[src/rtl/multimode_counter.sv]
// Multimode counter: up/down with wrap or saturate at a programmable limit,
// plus rotate-left/right, with set/load overrides and a registered terminal flag.
module multimode_counter #(
  parameter int WIDTH    = 8,
  parameter int SATURATE = 0
) (
  input  logic             clk,
  input  logic             reset,
  input  logic             en,
  input  logic             set,
  input  logic             load,
  input  logic [WIDTH-1:0] load_val,
  input  logic [1:0]       mode,
  input  logic [WIDTH-1:0] limit,
  output logic [WIDTH-1:0] count,
  output logic             tc,
  output logic             zero
);

  typedef enum logic [1:0] {
    MODE_UP   = 2'b00,
    MODE_DOWN = 2'b01,
    MODE_ROL  = 2'b10,
    MODE_ROR  = 2'b11
  } mode_e;

  localparam bit SAT = (SATURATE != 0);

  logic [WIDTH-1:0] count_nxt;
  logic             tc_nxt;
  mode_e            op;

  assign op = mode_e'(mode);

  // tc defaults low so it only pulses on edges that actually take a terminal step.
  always_comb begin
    count_nxt = count;
    tc_nxt    = 1'b0;
    if (set) begin
      count_nxt = '1;
    end else if (load) begin
      count_nxt = load_val;
    end else if (en) begin
      case (op)
        MODE_UP: begin
          if (count < limit) begin
            count_nxt = count + 1'b1;
          end else begin
            count_nxt = SAT ? limit : '0;
            tc_nxt    = 1'b1;
          end
        end
        MODE_DOWN: begin
          if (count != '0) begin
            count_nxt = count - 1'b1;
          end else begin
            count_nxt = SAT ? '0 : limit;
            tc_nxt    = 1'b1;
          end
        end
        MODE_ROL: count_nxt = {count[WIDTH-2:0], count[WIDTH-1]};
        MODE_ROR: count_nxt = {count[0], count[WIDTH-1:1]};
      endcase
    end
  end

  always_ff @(posedge clk or posedge reset) begin
    if (reset) begin
      count <= '0;
      tc    <= 1'b0;
    end else begin
      count <= count_nxt;
      tc    <= tc_nxt;
    end
  end

  assign zero = (count == '0);

endmodule

[config.mk]
export PLATFORM = sky130hd
export DESIGN_NAME = multimode_counter
export DESIGN_NICKNAME = d
export VERILOG_FILES = /design/src/rtl/multimode_counter.sv
export SDC_FILE = /design/constraint.sdc
export NUM_CORES = 1
export LEC_CHECK = 0
export CAP_MARGIN = 10
export CORE_MARGIN = 8
export CORE_UTILIZATION = 49
export DETAILED_ROUTE_END_ITERATION = 12
export PLACE_DENSITY = 0.8
export SLEW_MARGIN = 20
export SYNTH_ARGS = -nofsm -noshare
export SYNTH_HDL_FRONTEND = slang
export SYNTH_SLANG_ARGS = --single-unit
[constraint.sdc]
create_clock -name clk -period 2.95 [get_ports clk]
set_clock_uncertainty 0.2 [all_clocks]
set_input_delay 0.885 -clock clk [delete_from_list [all_inputs] [get_ports clk]]
set_output_delay 0.885 -clock clk [all_outputs]
set_load 0.01 [all_outputs]
==> flow_summary_export.csv, run 1 <==
group,metric,value,unit
synthesis,ys_ff_latch,9,
timing,tightest_slew,484,ps
power_and_ir_drop,peakVddDrop,283,uV
power_and_ir_drop,powerDensity,299,mW/mm^2
floorplan,row_count,18,
timing,max_freq,348,MHz
clocking,clk_pin_slew,70,ps
final_layout,utilization,0.760,
floorplan,start_util,0.518,
clocking,h-tree-depth,1,
timing,finalSetupViolCount,0,
synthesis,synth_nets,210,
synthesis,synth-edff-count,0,
timing,relSlewSlack,0.674,
worst_setup_path,timing.rr.start,"count[1]$_DFFE_PP0P_",
clocking,cts_sinks,9,
clocking,cts_root_buf,"clkbuf_4",
route,routed_wl,5.02,mm
synthesis,yosysWarnings,0,
worst_setup_path,reg2reg_to,"count[2]$_DFFE_PP0P_",
route,vias,1671,
final_layout,n_antenna_cell,0,
flow_run,maxCapViolCount,0,
min_path,hold_path.class,"reg2reg",
final_layout,area_growth,46.7,%
floorplan,die_y,67.2,um
synthesis,syn_inst,177,
placement,dpl_cell_area,0.00183,mm^2
min_path,min_path_cells,4,
timing,final_max_slew_viol_count,0,
final_layout,finalNetCount,265,
worst_setup_path,end_kind,"flop",
synthesis,synth_flop_cell,"dfrtp_1",
timing,finalCriticalPeriod,2870,ps
worst_setup_path,crit_type,"in2reg",
synthesis,syn_area,0.00128,mm^2
placement,gp_congestion,0.997,
placement,io_buffers,32,
timing,hold_violations,0,
clocking,clk_latency,270,ps
timing,min_period_over_period,0.974,
placement,place_ws,-163,ps
global_routing,antenna_found_initial,0,
synthesis,seq_area_frac_synth,0.176,
timing,rsz0062_at_grt,"no",
outcome,status,"finished clean",
route,wl_per_cell,19.2,um
route,routed_via_density,6.40,
route,drt_iter0_markers,167,
synthesis,async_flop_share,1.00,
worst_setup_path,r2r_slack,620,ps
worst_setup_path,critPathLaunchType,"primary input",
global_routing,grt_pass1_vias,1659,
global_routing,grt_pass1_wl,8.02,mm
clocking,hold_buffers,0,
clocking,numCtsBuffers,3,
placement,place.detailed.hpwl,3.71,mm
synthesis,synthDistinctLibCells,45,
floorplan,die_w,67.2,um
min_path,hold_start,"count[0]$_DFFE_PP0P_",
global_routing,globalRoute.totalOverflow,0,
final_layout,drive_gt1_frac,0.203,
worst_setup_path,crit_fanout,4,
global_routing,grt_max_degree,19,
clocking,clk_path_buf_depth,2,
floorplan,die-area,0.00451,mm^2
synthesis,synth.avg_cell_area,7.25,um^2
worst_setup_path,required,2970,ps
route,drc,0,
worst_setup_path,arrival,2890,ps
power_and_ir_drop,leakage,0.804,nW
global_routing,grt_use_total,0.228,
route,first_pass_iters,5,
route,detail-route-antenna-nets,0,
min_path,hold_end,"count[0]$_DFFE_PP0P_",
final_layout,final_area,0.00188,mm^2
floorplan,coreArea,0.00248,mm^2
clocking,cts_tree,"built",
floorplan,ios,33,
timing,worst_slack,77.0,ps
worst_setup_path,rr_worst_depth,8,
synthesized netlist by cell type (all sizes together), types with 2 or more instances:
cell type | number | area (um^2)
nand2 | 12 | 45.0
xor2 | 2 | 17.5
clkbuf | 13 | 48.8
dfrtp | 9 | 225
and4 | 2 | 17.5
a211oi | 6 | 50.1
nor3 | 6 | 30.0
ha | 10 | 125
nand4 | 3 | 18.8
inv | 13 | 48.8
nor3b | 4 | 30.0
nand2b | 9 | 56.3
o21ai | 13 | 65.1
a21boi | 3 | 22.5
a31oi | 3 | 18.8
o21a | 2 | 15.0
nor2 | 7 | 26.3
xnor2 | 3 | 26.3
a21oi | 17 | 85.1
o31ai | 6 | 45.0
mux2i | 3 | 30.0
a31o | 2 | 17.5
o31a | 2 | 17.5
o211ai | 3 | 22.5
or3 | 2 | 12.5
nor4 | 3 | 18.8
nand3 | 4 | 20.0
through the flow:
stage          setup TNS (ps)  total power [mW]  instances  hold slack, ps
2_1_floorplan               0             0.304        177             513
3_3_place_gp             -627             0.435        257             550
3_5_place_dp            -1100             0.444        257             565
4_1_cts                     0             0.551        261             640
5_1_grt                     0             0.593        261             667
6_report                    0             0.562        261             655
sequential cells by signal (all words and copies together), names as in the netlist:
register,cells
count,8
tc,1
layout make-up:
class	instances	area, um^2
multi-input combinational	141	985
inverter	13	48.8
fill	196	596
tap	30	37.5
sequential	9	225
clock buffer	4	26.3
timing repair buffer	64	559
power breakdown:
group	internal [mW]	total, mW	switching (mW)
Sequential	0.134	0.142	0.00840
Clock	0.0525	0.103	0.0508
Combinational	0.152	0.317	0.165
Total	0.338	0.562	0.224
worst max-delay path by stage:
stage	start	end	slack [ps]	cells after the start
after floorplan	count[0]$_DFFE_PP0P_	zero	250	6
after global routing	limit[1]	count[4]$_DFFE_PP0P_	20	9
after CTS	limit[1]	count[2]$_DFFE_PP0P_	90	9
final	limit[1]	count[2]$_DFFE_PP0P_	80	9
after global placement	limit[1]	count[1]$_DFFE_PP0P_	-90	9
after detailed placement	limit[1]	count[2]$_DFFE_PP0P_	-160	9
placed cells by master, fill, tap and decap left out, drive strengths merged, types with 4 or more instances in the layout:
master	count
a211oi	6
a21oi	17
buf	32
clkbuf	4
clkdlybuf4s50	31
dfrtp	9
ha	10
inv	13
nand2	12
nand2b	9
nand3	4
nor2	7
nor3	6
nor3b	4
o21ai	13
o31ai	6
repair_timing:
item                                    in CTS  in global routing
setup buffers                                0                  0
endpoints found under the setup margin       1                  1
resized for setup                            8                  1
pin swaps                                    0                  0
layer usage:
metal | share of wire | track usage | up-vias | routed length, um
met5 | 0 | 0 | - | 0
met4 | 0.034 | 0.0940 | 0 | 170
met3 | 0.13 | 0.0679 | 20 | 652
met2 | 0.45 | 0.356 | 121 | 2240
met1 | 0.39 | 0.287 | 763 | 1950
li1 | - | - | 767 | -
worst max-delay path, stage by stage:
cell,delay [ps]
clkdlybuf4s50_1,480
inv_1,50
ha_1,280
a2111oi_0,380
buf_4,190
o31ai_1,90
buf_4,150
o21ai_0,200
a31o_2,190
cells by family (layout without fill, tap and decap cells):
family,count (synthesis),in the layout,synth area share
AOI/OAI and AO/OA,69,69,0.361
buffers and inverters,27,81,0.0800
muxes,3,3,0.0234
DFF,9,9,0.176
and+or+nand+nor,54,54,0.228
xor gates and xnor gates,5,5,0.0342
adders and majority gates,10,10,0.0976
Note: power is estimated with default switching activity, not from simulation.
==> run 2: changes to the inputs <==
Clock period 2.95 ns to 2.9 ns, I/O delays scaled along.
==> run 2 against run 1 <==
Clock power shrank 7%. Register-to-register slack is essentially flat. Worst hold slack is essentially flat. Non-clock buffer count grew 1. Power shrank 0.21%. Cell area grew 0.73%. Clock-buffer cell count is the same. Sequential share of layout area shrank 0.087 points. Critical endpoint is now count[5]$_DFFE_PP0P_. Largest power group unchanged.
==> flow_summary_export.csv, run 2 (synthesis gave the netlist of run 1 again) <==
group,metric,value,unit
outcome,status,"finished clean",
route,routed_wl,4.83,mm
flow_run,maxCapViolCount,0,
final_layout,drive_gt1_frac,0.207,
placement,place.detailed.hpwl,3.80,mm
placement,dpl_cell_area,0.00183,mm^2
floorplan,start_util,0.518,
timing,max_freq,353,MHz
final_layout,largest_reg_flops,8,
route,wl_per_cell,18.4,um
timing,relSlewSlack,0.700,
route,drc,0,
final_layout,finalNetCount,266,
final_layout,stdcell_count,262,
power_and_ir_drop,leakage,0.810,nW
timing,rsz0062_at_grt,"yes",
placement,io_buffers,32,
final_layout,area_growth,47.8,%
route,vias,1665,
power_and_ir_drop,power,0.561,mW
final_layout,final_area,0.00190,mm^2
placement,gp_congestion,1.03,
floorplan,row_count,18,
worst_setup_path,crit_type,"in2reg",
floorplan,coreArea,0.00248,mm^2
worst_setup_path,end_kind,"flop",
min_path,hold_path.class,"reg2reg",
final_layout,multi_input_area,991,um^2
final_layout,final.fill_count,197,
route,detail-route-antenna-nets,0,
global_routing,antenna_found_initial,0,
worst_setup_path,required,2850,ps
timing,min_period_over_period,0.977,
timing,finalCriticalPeriod,2830,ps
worst_setup_path,critPathLaunchType,"primary input",
final_layout,top_regs,"count (8), tc (1)",
power_and_ir_drop,peakVddDrop,337,uV
route,drt_iter0_markers,150,
global_routing,grt_pass1_vias,1570,
timing,hold_violations,0,
worst_setup_path,critical_path.max_stage_delay,490,ps
clocking,cts_sinks,9,
clocking,cts_tree,"built",
floorplan,die_y,67.2,um
clocking,clk_path_buf_depth,2,
route,first_pass_iters,5,
final_layout,seq_area,225,um^2
clocking,numCtsBuffers,3,
global_routing,grt_pass1_wl,7.75,mm
final_layout,n_antenna_cell,0,
clocking,clk_latency,260,ps
route,routed_via_density,6.35,
clocking,clk_pin_slew,60,ps
global_routing,grt_use_total,0.222,
final_layout,layout_common_cells,"33 x buf_4, 31 x clkdlybuf4s50_1, 17 x a21oi_1, 13 x o21ai_0, 12 x nand2_1",
worst_setup_path,critPathSlowestCell,"clkdlybuf4s50_1",
worst_setup_path,crit_fanout,5,
worst_setup_path,crit_chain,"clkdlybuf4s50_1, inv_1, ha_1, a2111oi_2, buf_4, o21ba_2, a2bb2oi_1, o31ai_1",
timing,final_max_slew_viol_count,0,
power_and_ir_drop,powerDensity,296,mW/mm^2
final_layout,top_register,"count",
floorplan,die_w,67.2,um
clocking,cts_root_buf,"clkbuf_4",
final_layout,final_common_cell,"buf_4",
global_routing,grt_max_degree,17,
clocking,hold_buffers,0,
clocking,h-tree-depth,1,
global_routing,globalRoute.totalOverflow,0,
floorplan,ios,33,
floorplan,die-area,0.00451,mm^2
timing,finalSetupViolCount,0,
timing,tightest_slew,448,ps
placement,placedCellCount,257,
worst_setup_path,arrival,2790,ps
-- run 2: critical path: cells and delay by family --
| family | cells | cell delay [ps] |
|---|---|---|
| adder cells (fa/ha/maj) | 1 | 310 |
| AO/OA/AOI/OAI | 4 | 890 |
| buffers and inverters | 3 | 720 |
-- run 2: area by class of cell --
class | count | share of cell area
inverters | 13 | 0.0257
clock buffers | 4 | 0.0139
flip-flops and latches | 9 | 0.119
well taps | 30 | 0.0198
multi-input cells | 141 | 0.523
repair buffers | 65 | 0.299
-- run 2: path summary, 6_finish.rpt --
path                                      start                    to  slack [ps]  cells after the start
setup reg to reg           count[2]$_DFFE_PP0P_  count[7]$_DFFE_PP0P_         620                      6
min in group asynchronous                 reset  count[5]$_DFFE_PP0P_         660                      2
setup / recovery                       limit[1]  count[5]$_DFFE_PP0P_          70                      8
hold / removal             count[0]$_DFFE_PP0P_  count[0]$_DFFE_PP0P_         650                      4
max in group asynchronous                 reset  count[1]$_DFFE_PP0P_        1590                      2
hold reg to reg            count[0]$_DFFE_PP0P_  count[0]$_DFFE_PP0P_         650                      4
-- run 2: what timing repair did --
action                                  in CTS  in global routing
resized for setup                           10                  0
hold endpoints to repair                     0                  0
endpoints found under the setup margin       9                  2
pin swaps                                    0                  2
setup buffers                                1                  0
-- run 2: per-layer routing --
layer	global-route usage	up-vias	routed length, um
li1	-	772	-
met1	0.285	759	2010
met3	0.0546	16	506
met4	0.0705	0	161
met2	0.357	118	2150
met5	0	-	0
-- run 2: stage by stage --
step	hold WS (ps)	utilization	setup slack [ps]	TNS [ps]
detailed placement	579	0.737	-324	-2370
global placement	581	0.737	-109	-930
finish	655	0.765	65.3	0
global route	695	0.765	-7.79	-8.34
floorplan	498	-	212	0
CTS	646	0.765	56.6	0
-- run 2: report_power, final --
group / leakage (nW) / internal (mW) / total [mW] / switching (mW)
combinational: 0.700 / 0.155 / 0.320 / 0.165
clock: 0.0150 / 0.0529 / 0.0953 / 0.0424
sequential: 0.0947 / 0.136 / 0.146 / 0.00927
total: 0.810 / 0.344 / 0.561 / 0.217
==> edit 1 (config.mk and constraints of run 1) <==
The parameter `SATURATE` goes from 0 to 1.
--- a/src/rtl/multimode_counter.sv
+++ b/src/rtl/multimode_counter.sv
@@ -4,3 +4,3 @@
   parameter int WIDTH    = 8,
-  parameter int SATURATE = 0
+  parameter int SATURATE = 1
 ) (
Formal check against the unedited RTL: not equivalent (Yosys sat finds a counterexample within 4 cycles, from zero or initial values and one cycle with reset high).
==> edit 1 against run 1 <==
The flow now finishes with violations (setup timing); power grew 14%; non-clock buffer count is 1 higher; global-route usage about the same; largest cell class unchanged; final area grew 5.9%; largest power group unchanged; sequential cell count did not move; routed wire length grew 0.30%; worst setup slack worse by 0.13 ns; synthesized area rose by 0.59%; final cell count fell by 2.3%; fmax down 4.5%; highest routed layer unchanged.
==> edit 1: results (changes against run 1) <==
| Metric | Value |
|---|---|
| Vias in the first global route | `1621 (was 1659)` |
| Met3 Use GR | `4.967% (was 6.788%)` |
| GRT Overall Usage | `22.79% (was 22.80%)` |
| Initial antenna violation count | `1 (was 0)` |
| Non-clock inverters | `16 (was 13)` |
| Fraction of area in registers | `11.30% (was 11.97%)` |
| Met3 routed WL | `486 um (was 652 um)` |
| Num sequential | `9 (unchanged)` |
| Non-clock buffers | `65 (was 64)` |
| Sequential share of the synthesized area | `17.46% (was 17.56%)` |
| CP peak stage delay | `0.46 ns (was 0.48 ns)` |
| Count of multi-input gates | `130 (was 141)` |
| Part of the power in registers | `21.8% (was 25.3%)` |
| Met2 usage | `37.75% (was 35.60%)` |
| Iter 0 DRT Violations | `125 (was 167)` |
| Worst path slowest cell | `clkdlybuf4s50_1 (unchanged)` |
| M1 WL | `1861 um (was 1953 um)` |
| M1 GR Usage | `26.29% (was 28.65%)` |
| First-pass GRT wire length | `7948 um (was 8017 um)` |
| Largest net degree at the start of global routing | `15 (was 19)` |
| Crit-path max FO | `8 (was 4)` |
| Worst path top cell family by delay | `compound AO/OA/AOI/OAI gates (was buffers and inverters)` |
| Routed wire length | `5032 um (was 5017 um)` |
| Largest cells by area after synthesis | `dfrtp_1 17%, ha_1 9.7%, mux2i_1 5.4%, inv_1 4.7%, nand2_1 3.8% (was dfrtp_1 18%, ha_1 9.8%, a21oi_1 6.6%, o21ai_0 5.1%, nand2b_1 4.4%)` |
| Maximum VDD drop | `0.0004350 V (was 0.0002826 V)` |
| Signal buffers share of area | `28.81% (was 29.72%)` |
| Fillers | `169 (was 196)` |
| Status | `finished with violations (was completed)` |
| Syn_nets | `201 (was 210)` |
| Fraction of area in multi-input gates | `53.48% (was 52.33%)` |
| Routed wl met2 | `2364 um (was 2241 um)` |
| Mean post-synth cell area | `7.678 um^2 (was 7.246 um^2)` |
| Share of cells above drive strength 1 | `29.02% (was 20.35%)` |
| Slew margin rel. | `67.81% (was 67.42%)` |
| Max Buffers Root-to-Sink | `2 (unchanged)` |
| DP Area | `1802 um^2 (was 1827 um^2)` |
| Clock-cell share | `1.381% (was 1.396%)` |
| Pre-CTS WS | `-0.6436 ns (was -0.1634 ns)` |
| Dpl cells | `247 (was 257)` |
| Worst-Skew Late Latency | `0.27 ns (about the same)` |
| RePlAce Congestion | `0.9796 (was 0.9970)` |
| Failing checks | `setup timing` |
| Final WS setup | `-0.05766 ns (was 0.07703 ns)` |
| Avg Vias per Cell | `6.322 (was 6.402)` |
| DP HPWL | `3579 um (was 3713 um)` |
| Switching Fraction | `40.43% (was 39.84%)` |
| Final setup fails | `2 (was 0)` |
[edit 1: repair_timing]
action,in CTS,in global routing
endpoints found under the setup margin,10,9
setup buffers,3,1
gates cloned,0,0
resized for setup,30,7
pin swaps,10,2
[edit 1: cell families after synthesis]
family	Yosys count	share of synthesized area, %
xor+xnor	7	4.753
mux	10	8.050
fa+ha+maj	10	9.699
buf+inv	29	10.18
flops	9	17.46
simple gates	56	23.57
compound gates	47	26.29
[edit 1: worst paths after layout]
kind	from	end	slack (ns)	cells past startpoint
max in group asynchronous	reset	count[7]	1.59	2
setup / recovery	limit[6]	count[0]	-0.06	9
min in group asynchronous	reset	count[4]	0.69	2
setup reg to reg	count[2]	count[0]	0.25	9
hold / removal	count[0]	count[0]	0.51	2
hold reg to reg	count[0]	count[0]	0.51	2
[edit 1: stage by stage]
stage	utilization [%]	setup TNS (ns)
after floorplan	-	0
after global placement	72.73	-4.058
after detailed placement	72.73	-4.693
after CTS	79.70	-0.04449
after global routing	80.45	-0.3696
final	80.45	-0.08451
==> edit 2 (flow settings as in run 1) <==
Made on the original files. Reset style: synchronous (`reset`), changed in one clocked block.
--- a/src/rtl/multimode_counter.sv
+++ b/src/rtl/multimode_counter.sv
@@ -66,3 +66,3 @@
 
-  always_ff @(posedge clk or posedge reset) begin
+  always_ff @(posedge clk) begin
     if (reset) begin
Formal check against the unedited RTL: differs if reset is asserted again (counterexample within 4 cycles, from zero or initial values and one cycle with reset high); with reset held inactive, the same outputs for 10 cycles.
==> edit 2 against run 1 <==
Routed wire length shrank 24%; final area decreased by 6.5%; worst setup slack improved by 0.058 ns; synthesized cell count fell by 5.6%; first-iteration DRC count is 37% lower; power is 8.1% lower; synthesized area decreased by 0.78%; sequential cell count is the same; fmax up 2.1%; critical path type unchanged; highest routed layer unchanged.
==> edit 2: results (changes against run 1) <==
| Metric | Value |
|---|---|
| Status | `completed (unchanged)` |
| M1 WL | `1594 um (was 1953 um)` |
| HP Start | `count[0] (unchanged)` |
| Met3 routed WL | `281 um (was 652 um)` |
| Vias in the first global route | `1367 (was 1659)` |
| Routed wl met2 | `1852 um (was 2241 um)` |
| Non-clock inverters | `17 (was 13)` |
| Largest net degree at the start of global routing | `17 (was 19)` |
| Highest clock rate | `355.3 MHz (was 348.1 MHz)` |
| Avg Vias per Cell | `5.782 (was 6.402)` |
| Antenna diodes | `0 (unchanged)` |
| Pre-CTS WS | `-0.2098 ns (was -0.1634 ns)` |
| Crit-path max FO | `8 (was 4)` |
| Area added between synthesis and finish | `38.25% (was 46.73%)` |
| DP Area | `1692 um^2 (was 1827 um^2)` |
| Storage cell area | `180.2 um^2 (was 225.2 um^2)` |
| Hold path depth | `3 (was 4)` |
| FF-to-FF Start | `count[3] (was count[1])` |
| Routed WL per cell | `16.03 um (was 19.22 um)` |
| R2R Path End | `count[2] (unchanged)` |
| Final hold slack | `0.5646 ns (was 0.6547 ns)` |
| Maximum VDD drop | `0.0001899 V (was 0.0002826 V)` |
| Syn_nets | `200 (was 210)` |
| Post-CTS Repair Setup Buffers | `1 (was 0)` |
| First-pass GRT wire length | `6292 um (was 8017 um)` |
| Fraction of area in multi-input gates | `54.91% (was 52.33%)` |
| M1 GR Usage | `20.97% (was 28.65%)` |
| FF-to-FF setup slack | `0.68 ns (was 0.62 ns)` |
| Non-clock buffers | `54 (was 64)` |
| GRT Overall Usage | `17.89% (was 22.80%)` |
| Synth cell types | `39 (was 45)` |
| Async set or reset register ratio after synthesis | `0% (was 100.0%)` |
| DP HPWL | `2989 um (was 3713 um)` |
| Logic power comb | `0.275 mW (was 0.317 mW)` |
| CLK BUF | `3 (was 4)` |
| Dpl cells | `233 (was 257)` |
| Worst Hold Path EP | `count[0] (unchanged)` |
| Share of cells above drive strength 1 | `27.75% (was 20.35%)` |
| P_sw | `0.1941 mW (was 0.2241 mW)` |
| Crit path DAT | `2.81 ns (was 2.89 ns)` |
| Signal buffers share of area | `27.52% (was 29.72%)` |
| Final total power | `0.5168 mW (was 0.5624 mW)` |
| Final Non-Filler Cells | `239 (was 261)` |
| Sequential share of the synthesized area | `14.16% (was 17.56%)` |
| First drt pass iteration count | `4 (was 5)` |
| Mean post-synth cell area | `7.620 um^2 (was 7.246 um^2)` |
| Met2 usage | `30.35% (was 35.60%)` |
| Layout Nets | `243 (was 265)` |
| Met3 Use GR | `2.013% (was 6.788%)` |
| Clock-cell share | `1.565% (was 1.396%)` |
| Cells on worst reg2reg path | `9 (was 8)` |
| Synth cell count leaders | `16 x inv_1, 12 x a21oi_1, 10 x ha_1 (was 17 x a21oi_1, 13 x clkbuf_1, 13 x o21ai_0, 12 x inv_1, 12 x nand2_1)` |
| RePlAce Congestion | `0.8992 (was 0.9970)` |
| Most used DFF post-synth | `dfxtp_1 (was dfrtp_1)` |
| Measured slew at the worst slew-check pin | `0.4181 ns (was 0.4842 ns)` |
| Iter 0 DRT Violations | `105 (was 167)` |
-- edit 2: cell count changes after synthesis, sizes merged, moves of 4 or more --
cell and delta:
a211oi +4, a21oi -5, a221oi +8, buf +8
clkbuf -6, dfrtp -9, dfxtp +9, mux2 +7
nand2b -6, o211ai +4, o21ai -7, o31ai -6
xnor2 +4
-- edit 2: cells by family after synthesis --
kind of cell	synth area share, %
mux	6.195
fa+ha+maj	9.833
flops	14.16
xor+xnor	6.883
simple gates	22.81
buf+inv	12.00
compound gates	28.12
-- edit 2: worst max-delay path by stage --
stage	start	endpoint	depth (start not counted)
2_1_floorplan	limit[2]	count[0]	7
3_3_place_gp	limit[2]	count[6]	9
3_5_place_dp	limit[7]	count[1]	9
4_1_cts	limit[7]	count[1]	9
5_1_grt	limit[7]	count[1]	9
6_report	limit[3]	count[2]	10
